### config.mk
export PLATFORM = sky130hd
export DESIGN_NAME = exec_ctrl
export DESIGN_NICKNAME = d
export VERILOG_FILES = /design/src/rtl/cpu_ctrl_pkg.sv /design/src/rtl/exec_ctrl.sv
export SDC_FILE = /design/constraint.sdc
export NUM_CORES = 1
export LEC_CHECK = 0
export BUFFER_PORTS_ARGS = -buffer_cell sky130_fd_sc_hd__buf_2
export CORE_ASPECT_RATIO = 1.25
export CORE_UTILIZATION = 50
export CTS_CLUSTER_SIZE = 20
export DETAILED_ROUTE_END_ITERATION = 7
export GPL_TIMING_DRIVEN = 0
export HOLD_SLACK_MARGIN = 0.15
export PLACE_DENSITY_LB_ADDON = 0.1
export SLEW_MARGIN = 20
export SYNTH_ARGS = -nofsm -noshare
export SYNTH_HDL_FRONTEND = slang
export SYNTH_SLANG_ARGS = --single-unit
### constraint.sdc
create_clock -name clk -period 4.55 [get_ports clk]
set_input_delay 0.2275 -clock clk [delete_from_list [all_inputs] [get_ports clk]]
set_output_delay 0.2275 -clock clk [all_outputs]
set_load 0.01 [all_outputs]
### src/rtl/cpu_ctrl_pkg.sv
// Shared definitions for the single-cycle-step execution controller:
// FSM encoding, default latencies and counter widths.
package cpu_ctrl_pkg;
  typedef enum logic [1:0] {
    IDLE   = 2'd0,
    FETCH  = 2'd1,
    MEM    = 2'd2,
    COMMIT = 2'd3
  } state_t;

  localparam int FETCH_LAT_DEF = 1;
  localparam int MEM_LAT_DEF   = 1;
  localparam int CNT_W         = 32;
  localparam int LAT_W         = 2;
endpackage

### src/rtl/exec_ctrl.sv
// Execution controller: sequences FETCH/MEM/COMMIT per instruction, with
// single-step, continuous-run and PC breakpoint support.
module exec_ctrl
  import cpu_ctrl_pkg::*;
#(
  parameter int FETCH_LAT = FETCH_LAT_DEF,
  parameter int MEM_LAT   = MEM_LAT_DEF
) (
  input  logic             clk,
  input  logic             rst_n,
  input  logic             step,
  input  logic             run_tgl,
  input  logic             bp_en,
  input  logic [31:0]      bp_addr,
  input  logic [31:0]      pc,
  input  logic             mem_ren,
  input  logic             mem_wen,
  output logic             pc_wen,
  output logic             reg_wen_en,
  output logic             ram_wen,
  output logic             running,
  output logic             bp_hit,
  output logic [CNT_W-1:0] retired,
  output logic [1:0]       state
);
  localparam logic [LAT_W-1:0] FETCH_LD = LAT_W'(FETCH_LAT - 1);
  localparam logic [LAT_W-1:0] MEM_LD   = LAT_W'(MEM_LAT - 1);

  state_t           cur, nxt;
  logic [LAT_W-1:0] cnt;
  logic             run_q, bp_q, fresh;
  logic [CNT_W-1:0] ret_q;
  logic             lat_done, fetch_first, hit, run_d, launch;

  assign lat_done    = (cnt == '0);
  assign fetch_first = (cur == FETCH) && (cnt == FETCH_LD);
  // The first fetch after leaving IDLE never halts, so a resumed run can
  // execute the instruction sitting on the breakpoint.
  assign hit    = fetch_first && run_q && bp_en && (pc == bp_addr) && !fresh;
  assign launch = (cur == IDLE) && (nxt == FETCH);

  // Running mode after this cycle; a breakpoint hit overrides any toggle.
  always_comb begin
    run_d = run_q;
    if (hit)          run_d = 1'b0;
    else if (run_tgl) run_d = !run_q;
  end

  always_ff @(posedge clk) begin
    if (!rst_n) cur <= IDLE;
    else        cur <= nxt;
  end

  always_comb begin
    nxt = cur;
    unique case (cur)
      IDLE:   if (run_d || (step && !run_q)) nxt = FETCH;
      FETCH: begin
        if (hit)           nxt = IDLE;
        else if (lat_done) nxt = mem_ren ? MEM : COMMIT;
      end
      MEM:    if (lat_done) nxt = COMMIT;
      COMMIT: nxt = run_d ? FETCH : IDLE;
    endcase
  end

  always_comb begin
    pc_wen     = (cur == COMMIT);
    reg_wen_en = (cur == COMMIT);
    ram_wen    = (cur == COMMIT) && mem_wen;
  end

  always_ff @(posedge clk) begin
    if (!rst_n) begin
      cnt   <= '0;
      run_q <= 1'b0;
      bp_q  <= 1'b0;
      fresh <= 1'b0;
      ret_q <= '0;
    end else begin
      run_q <= run_d;
      if (hit)         bp_q <= 1'b1;
      else if (launch) bp_q <= 1'b0;
      if (launch)                           fresh <= 1'b1;
      else if (cur == FETCH && nxt != FETCH) fresh <= 1'b0;
      if (cur == COMMIT) ret_q <= ret_q + 1'b1;
      // One down-counter serves both FETCH and MEM; reloaded on phase entry.
      if (nxt == FETCH && cur != FETCH)      cnt <= FETCH_LD;
      else if (nxt == MEM && cur != MEM)     cnt <= MEM_LD;
      else if (nxt == cur && !lat_done)      cnt <= cnt - 1'b1;
      else                                   cnt <= '0;
    end
  end

  assign state   = cur;
  assign running = run_q;
  assign bp_hit  = bp_q;
  assign retired = ret_q;
endmodule

==> results.md, run 1 <==
* Status: complete, no violations
* Slew margin rel. at 64.5%
* Crit path cell chain: ha_1, nand4_4, or3_1, buf_2, buf_6, nor3_1, xnor2_1, nor2_1
* Post-Synthesis Cell Area at between 0.002 and 0.0025 mm^2
* Hold depth at 4
* Slowest-stage cell, CP: dfxtp_1
* Main combinational cell family by area after synthesis: simple AND/OR/NAND/NOR gates
* Post-Route Setup TNS at 0 ns
* First-pass GRT wire length at between 8000 and 9000 um
* R2r setup slk at 2.47 ns
* Layout Cells excl Fill at approximately 430
* PD cells at 267 mW/mm^2
* Clock transition at the registers of the reported paths at about 0.07 ns
* Vias in the first global route at approximately 2100
* Post-CTS sizing at 0
* Dpl hpwl at just over 4000 um
* Area of the multi-input gates at approximately 0.0013 mm^2
* Longest Clk Path Bufs at 2
* Placed cell areas at about 0.0029 mm^2
* Final wirelength at between 5000 and 6000 um
* Nets@finish at 447
* Period minus WS final at around 2.1 ns
* Measured slew at the worst slew-check pin at ~0.53 ns
* Root buf cell: clkbuf_8
* Final Setup Violations at 0
* Final Cycle Share at between 40% and 50%
* Post-Synth Simple-Gate Area at 29.9%
* Post-Synthesis Cells at roughly 260
* Mapped Nets at between 300 and 400
* Hold Path End: running$_SDFF_PN0_
* Clock insertion delay at the later pin of the skew report at about 0.29 ns
* Multiplexer share of the synthesized area at less than 1%
* Max-capacitance violation count at 0
* Filler cells at about 370
* Top delay family on crit path: simple AND/OR/NAND/NOR gates
* Postcts setup bufs at 0
* Pleak at roughly 0.0013 uW
* RSZ-0062 raised after global routing: no
* CTS tree: done
* Vias at between 2000 and 2500
* Inserted Diodes at 0
* CP peak stage delay at about 0.4 ns
* Commonest non-fill, non-tap cell in the layout: buf_2
* Setup WS post-layout at approximately 2.5 ns
* Buffers on Ports at ~110
* Initial DRC Count at between 100 and 150
* Max Fanout on Critical Path at 10
* WS Path Type: register to register
* Placed instance count at around 420
* CTS buffer count at 5
* F_max at 482 MHz
* Pin count of the biggest net entering global routing at 12
* DR vias/cell at a little over 5
* Post-synth top area share at 34.9%
* Cell count of the worst reg-to-reg path at 8
* Compound-Gate Fraction of Synth Area at slightly above 6%
* Total power at about 790 uW
* Die area at ~0.0048 mm^2
* WL per Instance at around 12 um
* Setup crit end kind: register
* Startpoint Class: register
* Xor and xnor area share after synthesis at 22.3%
* Endpoints failing hold at 0
* Commonest non-fill, non-tap cells in the layout: 110 x buf_2, 40 x xnor2_1, 39 x dfxtp_1, 32 x nor2_1, 17 x xor2_1
* Post-Synth Adder-Cell Area at between 1 and 1.5%
* Min-delay worst type: input pin to register
* Worst Path Buf+Inv at 2
* H-tree levels at 2
* Distinct cells, synth at 40
* Grt ovf at 0
* Setup Skew at 0.00592 ns
* Sequential area share after synthesis at 34.9%
* VDD IR max at between 0.0001 and 0.00015 V
* Antenna violations before repair at 0
* CP Data Required Time at 4.72 ns
* Finished Cell Area at 0.00295 mm^2
* Worst r2r dst: retired[26]$_SDFFE_PN0P_
* Area delta synth->final at 31.7%
* Register area at 781 um^2
* Core area at around 0.0042 mm^2
* Synth Area per Inst at 8.65 um^2
* Hold buffers post-CTS at 0
* Die Ht at between 70 and 80 um
* Top-Level Pins at 110
* Post-synthesis sequential element count at 39
* Final Max Tran Viols at 0
* DRC at 0
* Place WS at 2.50 ns
* Final ANT Viol Nets at 0
* Post-synth top area cell: dfxtp_1
* Yosys warnings at 0
* GR Util All Layers at a little under a quarter
* Row count at 26
* Final RePlAce weighted congestion at roughly 0.74
* Clock Sinks at 39
* Worst Path Arrival at about 2.2 ns
* Die width at around 62 um
* Hold Path Origin: run_tgl
* R2r startpoint: retired[0]$_SDFFE_PN0P_
* Drt pass-1 iters at 4
* Ratio of cells with drive above 1 in the final layout at 37.3%
* Starting Density at a little over half
* Synth area leaders: dfxtp_1 35%, xnor2_1 16%, xor2_1 6.6%, nor2_1 5.4%, a21oi_1 3.1%
==> worst max path at each step <==
stage,startpoint,endpoint,slack [ns],cells after the start
5_1_grt,retired[0]$_SDFFE_PN0P_,retired[24]$_SDFFE_PN0P_,2.33,8
6_report,retired[0]$_SDFFE_PN0P_,retired[26]$_SDFFE_PN0P_,2.47,8
3_5_place_dp,retired[0]$_SDFFE_PN0P_,retired[26]$_SDFFE_PN0P_,2.50,8
3_3_place_gp,retired[0]$_SDFFE_PN0P_,retired[28]$_SDFFE_PN0P_,2.53,8
4_1_cts,retired[0]$_SDFFE_PN0P_,retired[24]$_SDFFE_PN0P_,2.48,8
2_1_floorplan,retired[0]$_SDFFE_PN0P_,retired[28]$_SDFFE_PN0P_,2.61,8
==> final cells by class <==
cell class | count | share of cell area, %
Multi-Input combinational cell | 198 | 45.4
Sequential cell | 39 | 26.5
Timing Repair Buffer | 108 | 18.3
Clock buffer | 8 | 3.39
Buffer | 11 | 2.63
Tap cell | 56 | 2.37
Inverter | 11 | 1.40
==> per-layer routing <==
| layer | GRT usage, % | routed length, um | vias to the layer above |
|---|---|---|---|
| met2 | 42.9 | 2780 | 98 |
| met1 | 24.1 | 2050 | 994 |
| li1 | - | - | 1110 |
| met4 | 9.56 | 101 | 0 |
| met3 | 4.89 | 304 | 9 |
| met5 | 0 | 0 | - |
==> worst min-delay path, cell delays in order <==
cell and delay (ns):
buf_2 0.10, xor2_1 0.10, nand2_1 0.07, nor2_1 0.04
==> power by group <==
| group | internal, uW | switching (uW) | total (uW) |
|---|---|---|---|
| sequential | 352 | 9.26 | 362 |
| clock | 138 | 121 | 259 |
| combinational | 81.0 | 84.9 | 166 |
==> cells by family (layout without fill, tap and decap cells) <==
| group | after synthesis | count (layout) |
|---|---|---|
| xor+xnor | 57 | 57 |
| mux | 1 | 1 |
| simple gates | 113 | 113 |
| buf+inv | 22 | 138 |
| compound gates | 25 | 25 |
| flops | 39 | 39 |
| fa+ha+maj | 2 | 2 |
==> through the flow <==
| stage | utilization, % | hold WS [ns] |
|---|---|---|
| global placement | 67.9 | 0.405 |
| CTS | 70.3 | 0.286 |
| global route | 70.3 | 0.312 |
| floorplan | - | 0.392 |
| finish | 70.3 | 0.290 |
| detailed placement | 67.9 | 0.408 |
==> cells in the mapped netlist, drive strengths merged <==
| cell | count |
|---|---|
| or3 | 8 |
| a21oi | 14 |
| nand2b | 3 |
| nor3 | 10 |
| ha | 2 |
| clkbuf | 4 |
| xnor2 | 40 |
| o21ai | 7 |
| and3b | 1 |
| nand4 | 9 |
| and2 | 1 |
| nand2 | 15 |
| and3 | 1 |
| nor2 | 34 |
| nand3 | 13 |
| xor2 | 17 |
| dfxtp | 39 |
| inv | 11 |
| buf | 7 |
| o22ai | 2 |
| and4 | 4 |
| mux2i | 1 |
| o311ai | 1 |
| nor3b | 3 |
| a22o | 1 |
| nor4 | 8 |
| or4 | 2 |
| or2 | 1 |
==> sequential cells by signal (all words and copies together), names as in the netlist <==
| signal | count |
|---|---|
| fresh | 1 |
| bp_hit | 1 |
| state | 2 |
| cnt | 2 |
| retired | 32 |
| running | 1 |
No activity file was read; power rests on OpenSTA's default activity.
==> run 2, diff against run 1 <==
--- a/config.mk
+++ b/config.mk
@@ -7,7 +7,7 @@
 export LEC_CHECK = 0
 export BUFFER_PORTS_ARGS = -buffer_cell sky130_fd_sc_hd__buf_2
 export CORE_ASPECT_RATIO = 1.25
-export CORE_UTILIZATION = 50
+export CORE_UTILIZATION = 46
 export CTS_CLUSTER_SIZE = 20
 export DETAILED_ROUTE_END_ITERATION = 7
 export GPL_TIMING_DRIVEN = 0
==> constraint.sdc (replaced) <==
create_clock -name clk -period 2 [get_ports clk]
set_input_delay 0.1 -clock clk [delete_from_list [all_inputs] [get_ports clk]]
set_output_delay 0.1 -clock clk [all_outputs]
set_load 0.01 [all_outputs]
==> run 2 against run 1 <==
  * Die area increased by 8.4%
  * Clock-buffer cell count decreased by 2
  * Critical path depth decreased by 2
  * Critical path type unchanged
  * Cell area increased by 2.1%
  * Sequential power increased by 130%
  * Largest power group unchanged
  * Clock skew increased by 0.0032 ns
==> results.md, run 2 (synthesized netlist as in run 1, its figures left out) <==
* Final RePlAce weighted congestion at between 0.7 and 0.8
* CTS tree: done
* H-tree levels at 2
* Area delta synth->final at 34.5%
* Starting Density at between 40 and 50%
* Worst Path Arrival at around 2 ns
* Reg power frac at between 40 and 50%
* Status: complete, no violations
* Commonest non-fill, non-tap cell in the layout: buf_2
* Min-delay worst type: input pin to register
* Final ANT Viol Nets at 0
* Setup Skew at between 0.009 and 0.01 ns
* CP Data Required Time at approximately 2.2 ns
* Row count at 28
* Final Cycle Share at a little over nine tenths
* Cell count of the worst reg-to-reg path at 6
* Critical Path Sink: state[1]$_SDFF_PN0_
* Drt pass-1 iters at 4
* R2r startpoint: state[1]$_SDFF_PN0_
* Pleak at 0.00130 uW
* Longest Clk Path Bufs at 2
* CTS buffer count at 5
* Endpoints failing hold at 0
* Layout Cells excl Fill at between 400 and 500
* Final wirelength at 5110 um
* Startpoint Class: register
* DRC at 0
* Place WS at -0.0195 ns
* Switch Pwr at between 400 and 500 uW
* Antenna violations before repair at 0
* Hold Path Origin: mem_ren
* Measured slew at the worst slew-check pin at ~0.50 ns
* Ratio of cells with drive above 1 in the final layout at between 40 and 50%
* WS Path Type: register to register
* Max Fanout on Critical Path at 9
* Max-capacitance violation count at 0
* Total power at between 1500 and 2000 uW
* Final Setup Violations at 0
* Max reg flops at 32
* Commonest non-fill, non-tap cells in the layout: 110 x buf_2, 40 x xnor2_1, 35 x dfxtp_1, 32 x nor2_1, 17 x xor2_1
* Dpl hpwl at roughly 4100 um
* R2r setup slk at between 0.1 and 0.15 ns
* Buffers on Ports at 108
* WL per Instance at 11.7 um
* Pin count of the biggest net entering global routing at 12
* Root buf cell: clkbuf_8
* CP startpoint: state[1]$_SDFF_PN0_
* Die area at between 0.005 and 0.006 mm^2
* Setup crit end kind: register
* Clock insertion delay at the later pin of the skew report at between 0.2 and 0.3 ns
* VDD IR max at 0.000362 V
* Final Max Tran Viols at 0
* Vias at between 2000 and 2500
* Die Ht at roughly 80 um
* Inserted Diodes at 0
* Slew margin rel. at around two thirds
* First-pass GRT wire length at approximately 8000 um
* RSZ-0062 raised after global routing: no
* Sw Ratio at about 28%
* Clock transition at the registers of the reported paths at 0.07 ns
* GR Util All Layers at between 10% and 20%
* Nets@finish at between 400 and 500
* Clock power frac at between 30% and 40%
* Core area at 0.00469 mm^2
* Placed instance count at between 400 and 500
* Initial DRC Count at between 100 and 150
* Top-Level Pins at between 100 and 150
* DR vias/cell at between 5 and 6
* Vias in the first global route at 1939
* Period minus WS final at around 1.9 ns
* F_max at roughly 530 MHz
* Comb power frac at ~22%
* Setup WS post-layout at 0.113 ns
* Die width at between 60 and 70 um
* Core Util, Final at between 60 and 70%
* Clock Sinks at 39
* Cell internal pwr at 1270 uW
* Hold buffers post-CTS at 0
* Worst r2r dst: state[1]$_SDFF_PN0_
* Grt ovf at 0
* PD cells at 585 mW/mm^2
## run 2: cell types whose count changed in the layout (fill, tap and decap cells not counted), sizes merged
cell	change
buf	+3
clkbuf	-2
clkinv	+1
## run 2: per-stage QoR
stage	hold slack, ns	instance area (um^2)	setup TNS (ns)
6_report	0.161	3010	0
2_1_floorplan	0.309	2240	0
5_1_grt	0.170	3010	0
3_5_place_dp	0.405	2860	-0.0195
3_3_place_gp	0.403	2860	-0.0253
4_1_cts	0.152	2950	0
## run 2: worst max-delay path, stage by stage (launching register included)
cell and delay (ns):
dfxtp_2 0.34, buf_6 0.14, and3b_2 0.26, nand3_1 0.07, or4_4 0.44, nor4_4 0.38, o22ai_1 0.14
## run 2: area by class of cell
class / count / area, um^2
clock inverter: 1 / 5.00
fill: 446 / 1680
tap: 60 / 75.1
sequential: 39 / 788
timing repair buffer: 111 / 563
buffer: 11 / 77.6
inverter: 11 / 41.3
multi-input combinational: 198 / 1380
clock buffer: 6 / 82.6
## run 2: worst min-delay path by stage
stage / end / cells after the start / slack [ns]
floorplan: running$_SDFF_PN0_ / 3 / 0.31
global placement: cnt[0]$_SDFF_PP0_ / 1 / 0.40
detailed placement: cnt[0]$_SDFF_PP0_ / 1 / 0.41
CTS: running$_SDFF_PN0_ / 4 / 0.15
global route: running$_SDFF_PN0_ / 4 / 0.17
finish: state[0]$_SDFF_PN0_ / 4 / 0.16
## run 2: repair_timing
| action | in CTS | in global routing |
|---|---|---|
| endpoints found under the setup margin | 1 | 13 |
| pin swaps | 0 | 4 |
| gates resized for setup | 2 | 10 |
| setup buffers | 0 | 3 |
## run 2: power groups by stage
| stage | sequential, uW | combinational, uW | clock, uW |
|---|---|---|---|
| after floorplan | 848 | 224 | 0 |
| after global placement | 843 | 373 | 0 |
| after detailed placement | 844 | 375 | 0 |
| after CTS | 827 | 378 | 551 |
| after global routing | 837 | 435 | 583 |
| final | 831 | 391 | 539 |
## run 2: layer usage
layer / wire (um) / track usage (%) / vias to the layer above
met3: 280 / 3.57 / 8
met2: 2710 / 37.1 / 92
li1: - / - / 1113
met5: 0 / 0 / -
met4: 93 / 7.33 / 0
met1: 2020 / 21.7 / 1013
